$ cat src/rtl/key_search_ctrl.sv
// Key search controller: walks KEY_START..KEY_END, launching one decrypt attempt per key
// and stopping on the first key whose plaintext is reported valid.
module key_search_ctrl #(
  parameter logic [23:0] KEY_START = 24'h000000,
  parameter logic [23:0] KEY_END   = 24'h3FFFFF
) (
  input  logic        clk,
  input  logic        reset,
  input  logic        start,
  input  logic        abort,
  input  logic        attempt_done,
  input  logic        attempt_valid,
  output logic [23:0] key_out,
  output logic        attempt_start,
  output logic        busy,
  output logic        found,
  output logic        exhausted,
  output logic [23:0] found_key,
  output logic [24:0] attempts,
  output logic [3:0]  hex0,
  output logic [3:0]  hex1,
  output logic [3:0]  hex2,
  output logic [3:0]  hex3,
  output logic [3:0]  hex4,
  output logic [3:0]  hex5,
  output logic [2:0]  state
);

  typedef enum logic [2:0] {
    StIdle      = 3'd0,
    StLaunch    = 3'd1,
    StWait      = 3'd2,
    StFound     = 3'd3,
    StExhausted = 3'd4
  } state_e;

  state_e      state_q, state_d;
  logic [23:0] key_q, key_d;
  logic [23:0] found_key_q, found_key_d;
  logic [24:0] attempts_q, attempts_d;

  always_ff @(posedge clk) begin
    if (reset) begin
      state_q     <= StIdle;
      key_q       <= KEY_START;
      found_key_q <= '0;
      attempts_q  <= '0;
    end else begin
      state_q     <= state_d;
      key_q       <= key_d;
      found_key_q <= found_key_d;
      attempts_q  <= attempts_d;
    end
  end

  always_comb begin
    state_d     = state_q;
    key_d       = key_q;
    found_key_d = found_key_q;
    attempts_d  = attempts_q;
    // Abort returns to idle but keeps the key, count and result for inspection.
    if (abort) begin
      state_d = StIdle;
    end else begin
      case (state_q)
        StIdle, StFound, StExhausted: begin
          if (start) begin
            state_d     = StLaunch;
            key_d       = KEY_START;
            found_key_d = '0;
            attempts_d  = '0;
          end
        end
        StLaunch: state_d = StWait;
        StWait: begin
          if (attempt_done) begin
            attempts_d = attempts_q + 25'd1;
            if (attempt_valid) begin
              found_key_d = key_q;
              state_d     = StFound;
            end else if (key_q == KEY_END) begin
              state_d = StExhausted;
            end else begin
              key_d   = key_q + 24'd1;
              state_d = StLaunch;
            end
          end
        end
        default: state_d = StIdle;
      endcase
    end
  end

  // Status is forced low while reset is held so a mid-search reset emits no further pulse.
  always_comb begin
    attempt_start = (state_q == StLaunch) && !reset;
    busy          = ((state_q == StLaunch) || (state_q == StWait)) && !reset;
    found         = (state_q == StFound) && !reset;
    exhausted     = (state_q == StExhausted) && !reset;
  end

  assign key_out   = key_q;
  assign found_key = found_key_q;
  assign attempts  = attempts_q;
  assign state     = state_q;
  assign hex0      = key_q[3:0];
  assign hex1      = key_q[7:4];
  assign hex2      = key_q[11:8];
  assign hex3      = key_q[15:12];
  assign hex4      = key_q[19:16];
  assign hex5      = key_q[23:20];

endmodule

$ cat config.mk
export PLATFORM = sky130hd
export DESIGN_NAME = key_search_ctrl
export DESIGN_NICKNAME = d
export VERILOG_FILES = /design/src/rtl/key_search_ctrl.sv
export SDC_FILE = /design/constraint.sdc
export NUM_CORES = 1
export LEC_CHECK = 0
export ABC_AREA = 1
export CORE_UTILIZATION = 45
export DETAILED_ROUTE_END_ITERATION = 16
export PLACE_DENSITY_LB_ADDON = 0.12
export SETUP_SLACK_MARGIN = 0.5
export SYNTH_ARGS = -nofsm -noshare
export SYNTH_HDL_FRONTEND = slang
export SYNTH_SLANG_ARGS = --single-unit
$ cat constraint.sdc
create_clock -name clk -period 1.9 [get_ports clk]
set_input_delay 0.38 -clock clk [delete_from_list [all_inputs] [get_ports clk]]
set_output_delay 0.38 -clock clk [all_outputs]
set_load 0.01 [all_outputs]
==> qor.yml <==
cells_and_area:
  drive_above_1_share_pct: 42.44
  layout_commonest_cell: "nand2_1"
  design_area_um2: 7204
  final_cell_mix: "nand2_1, nor2_1, buf_4"
  nets: 896
  diodes: 0
  final_core_util_pct: 76.52
  finalNonFillerCells: 1022
  fill_cells: 679
  syn_to_final_growth_pct: 61.51
placement:
  dpl.cell_count: 934
  dp_hpwl_um: 9734
  placed_area_um2: 5951
  port_buffers: 109
  gp_congestion: 0.8933
  post-place-ws_ns: -0.2126
drt:
  drt-initial-drc-count: 422
  drc_errors: 0
  postRouteAntennaNets: 0
  via_per_inst: 5.505
  routed_wirelength_um: 16480
  vias: 5626
  wl_per_cell_um: 16.12
  first_pass_iters: 6
global_route:
  grt_pass1_vias: 5055
  grt_pass1_wl_um: 24540
  grt_max_degree: 27
  grt_remaining_overflow: 0
  grt_use_total_pct: 30.66
  grt_antenna_before_repair: 0
critical_path:
  crit_path_max_fanout: 6
  rr_worst_depth: 10
  required_ns: 2.21
  r2r_setup_slack_ns: 0.12
  end_kind: "register"
  rr_endpoint: "key_out[18]"
  startpoint: "state[2]"
  cp.arrival_ns: 2.09
  path_class: "reg2reg"
  startpoint_type: "register"
  rr_startpoint: "state[2]"
clock_tree:
  clk_path_buf_depth: 2
  clkSinkCount: 76
  cts_tree: "built"
  clkTransAtPathRegs_ns: 0.09
  clk_latency_ns: 0.38
  cts.htree.levels: 3
  root_buffer: "clkbuf_8"
  cts_buffers: 9
min_path:
  worstHoldEndpoint: "found_key[17]"
  worstHoldStart: "found_key[17]"
  hold_depth: 2
  min_path_type: "reg2reg"
floorplanning:
  die_width_um: 101.6
  rows: 35
  core_um2: 9415
  die_y_um: 101.6
  fp.dieArea_um2: 10310
  start_util_pct: 47.38
  io_pins: 110
yosys:
  synthTopCellsByArea: "dfxtp_1, nand2_1, nor2_1, inv_1, nand3_1"
  synth_top_area_share_pct: 34.11
  yosysTopAreaCell: "dfxtp_1"
  syn_nets: 698
  syn_inst: 690
  avgSynthCellArea_um2: 6.465
  seq_area_frac_synth_pct: 34.11
  synth_seq_cells: 76
  ys_types: 37
  yosysWarningCount: 0
  syn_area_um2: 4461
sta:
  setup_viol: 0
  worstMarginPinSlew_ns: 0.6686
  skew_ns: 0.01465
  rsz0062_at_grt: "yes"
  setup_slack_ns: 0.1184
  period_share_pct: 93.77
  layout_min_cycle_time_ns: 1.782
  finalHoldViolations: 0
  fmax_mhz: 561.3
  slew_viol_final: 0
  slew_headroom_pct: 55.43
pwr:
  leakagePower_nw: 3.099
  ir_drop_v: 0.0003967
  power_density_nw_per_um2: 495.0
run_status:
  outcome: "completed"
flow_run:
  drv_cap: 0
-- area by class of cell --
cell class | instances | area, um^2 | area share, %
inverter | 70 | 282.8 | 3.925
timing repair buffer | 226 | 1969 | 27.34
multi-input combinational | 502 | 2919 | 40.52
timing repair inverter | 3 | 38.79 | 0.5384
sequential | 76 | 1629 | 22.61
clock inverter | 7 | 80.08 | 1.111
clock buffer | 9 | 123.9 | 1.719
tap | 129 | 161.4 | 2.240
-- cells in the mapped netlist --
cell type / number
a21oi_1: 45
buf_4: 26
nand2_2: 11
nor2_2: 4
nand2_1: 187
a211oi_1: 1
o21ai_2: 1
nand3_2: 1
a21oi_2: 10
nor4_1: 1
a31oi_1: 1
o21a_1: 2
dfxtp_1: 76
inv_1: 68
inv_2: 2
buf_6: 1
buf_2: 9
or2_2: 4
clkbuf_2: 1
nand2_4: 2
nor2_1: 95
nor3b_1: 1
nand3_1: 48
buf_12: 1
nand3b_1: 5
nand4_1: 29
nand3_4: 1
nor3_1: 6
o21bai_1: 5
buf_1: 2
o21ai_0: 21
and2_1: 2
clkbuf_1: 7
nor2_4: 2
xor2_1: 8
and3_1: 2
ha_1: 2
-- cells by family after synthesis --
logic type / share of synthesized area (%)
and+or+nand+nor: 39.86
buffers and inverters: 12.85
AOI/OAI and AO/OA: 11.05
DFF: 34.11
xor gates and xnor gates: 1.571
adders and majority gates: 0.5609
-- through the flow --
stage | TNS [ns] | power [mW] | hold WS, ns
6_report | 0 | 3.567 | 0.4420
5_1_grt | 0 | 3.679 | 0.4627
4_1_cts | 0 | 3.472 | 0.4435
3_5_place_dp | -7.560 | 2.052 | 0.4360
3_3_place_gp | -5.112 | 2.045 | 0.4324
2_1_floorplan | 0 | 1.909 | 0.4671
-- layer usage --
metal	part of all wire, %	global-route usage, %	vias up
met1	39	38.16	2617
met4	4.5	13.15	0
met3	7.9	5.935	78
li1	-	-	2615
met5	0	0	-
met2	48	51.56	316
-- power by group --
part / switching (mW) / leakage [nW] / internal [mW] / total (mW)
Sequential: 0.0213 / 0.645 / 1.60 / 1.62
Combinational: 0.337 / 2.35 / 0.263 / 0.600
Clock: 0.722 / 0.103 / 0.628 / 1.35
-- registers in the layout, indices dropped and copies added (netlist names) --
name       count
attempts      25
found_key     24
key_out       24
state          3
-- worst max path at each step --
| stage | end | slack [ns] |
|---|---|---|
| floorplan | key_out[3] | 0.30 |
| global placement | attempts[13] | -0.16 |
| detailed placement | attempts[17] | -0.21 |
| CTS | key_out[22] | 0.21 |
| global route | key_out[18] | 0.06 |
| finish | key_out[18] | 0.12 |
-- critical path: stages (launching register included) --
cell	delay [ns]
dfxtp_4	0.39
nand2_1	0.11
nand2_2	0.08
nor2_4	0.09
nand2_2	0.07
nor2_4	0.22
nand3_4	0.17
buf_4	0.18
nor2_4	0.20
nand3_1	0.12
nand2_1	0.08
-- what timing repair did --
item / 4_1_cts / 5_1_grt
hold buffers: 0 / 0
pin swaps: 44 / 34
setup endpoints to repair: 180 / 134
resized for setup: 438 / 98
cloned: 8 / 1
setup buffers: 43 / 20
Power figures use the tool's default switching activity.
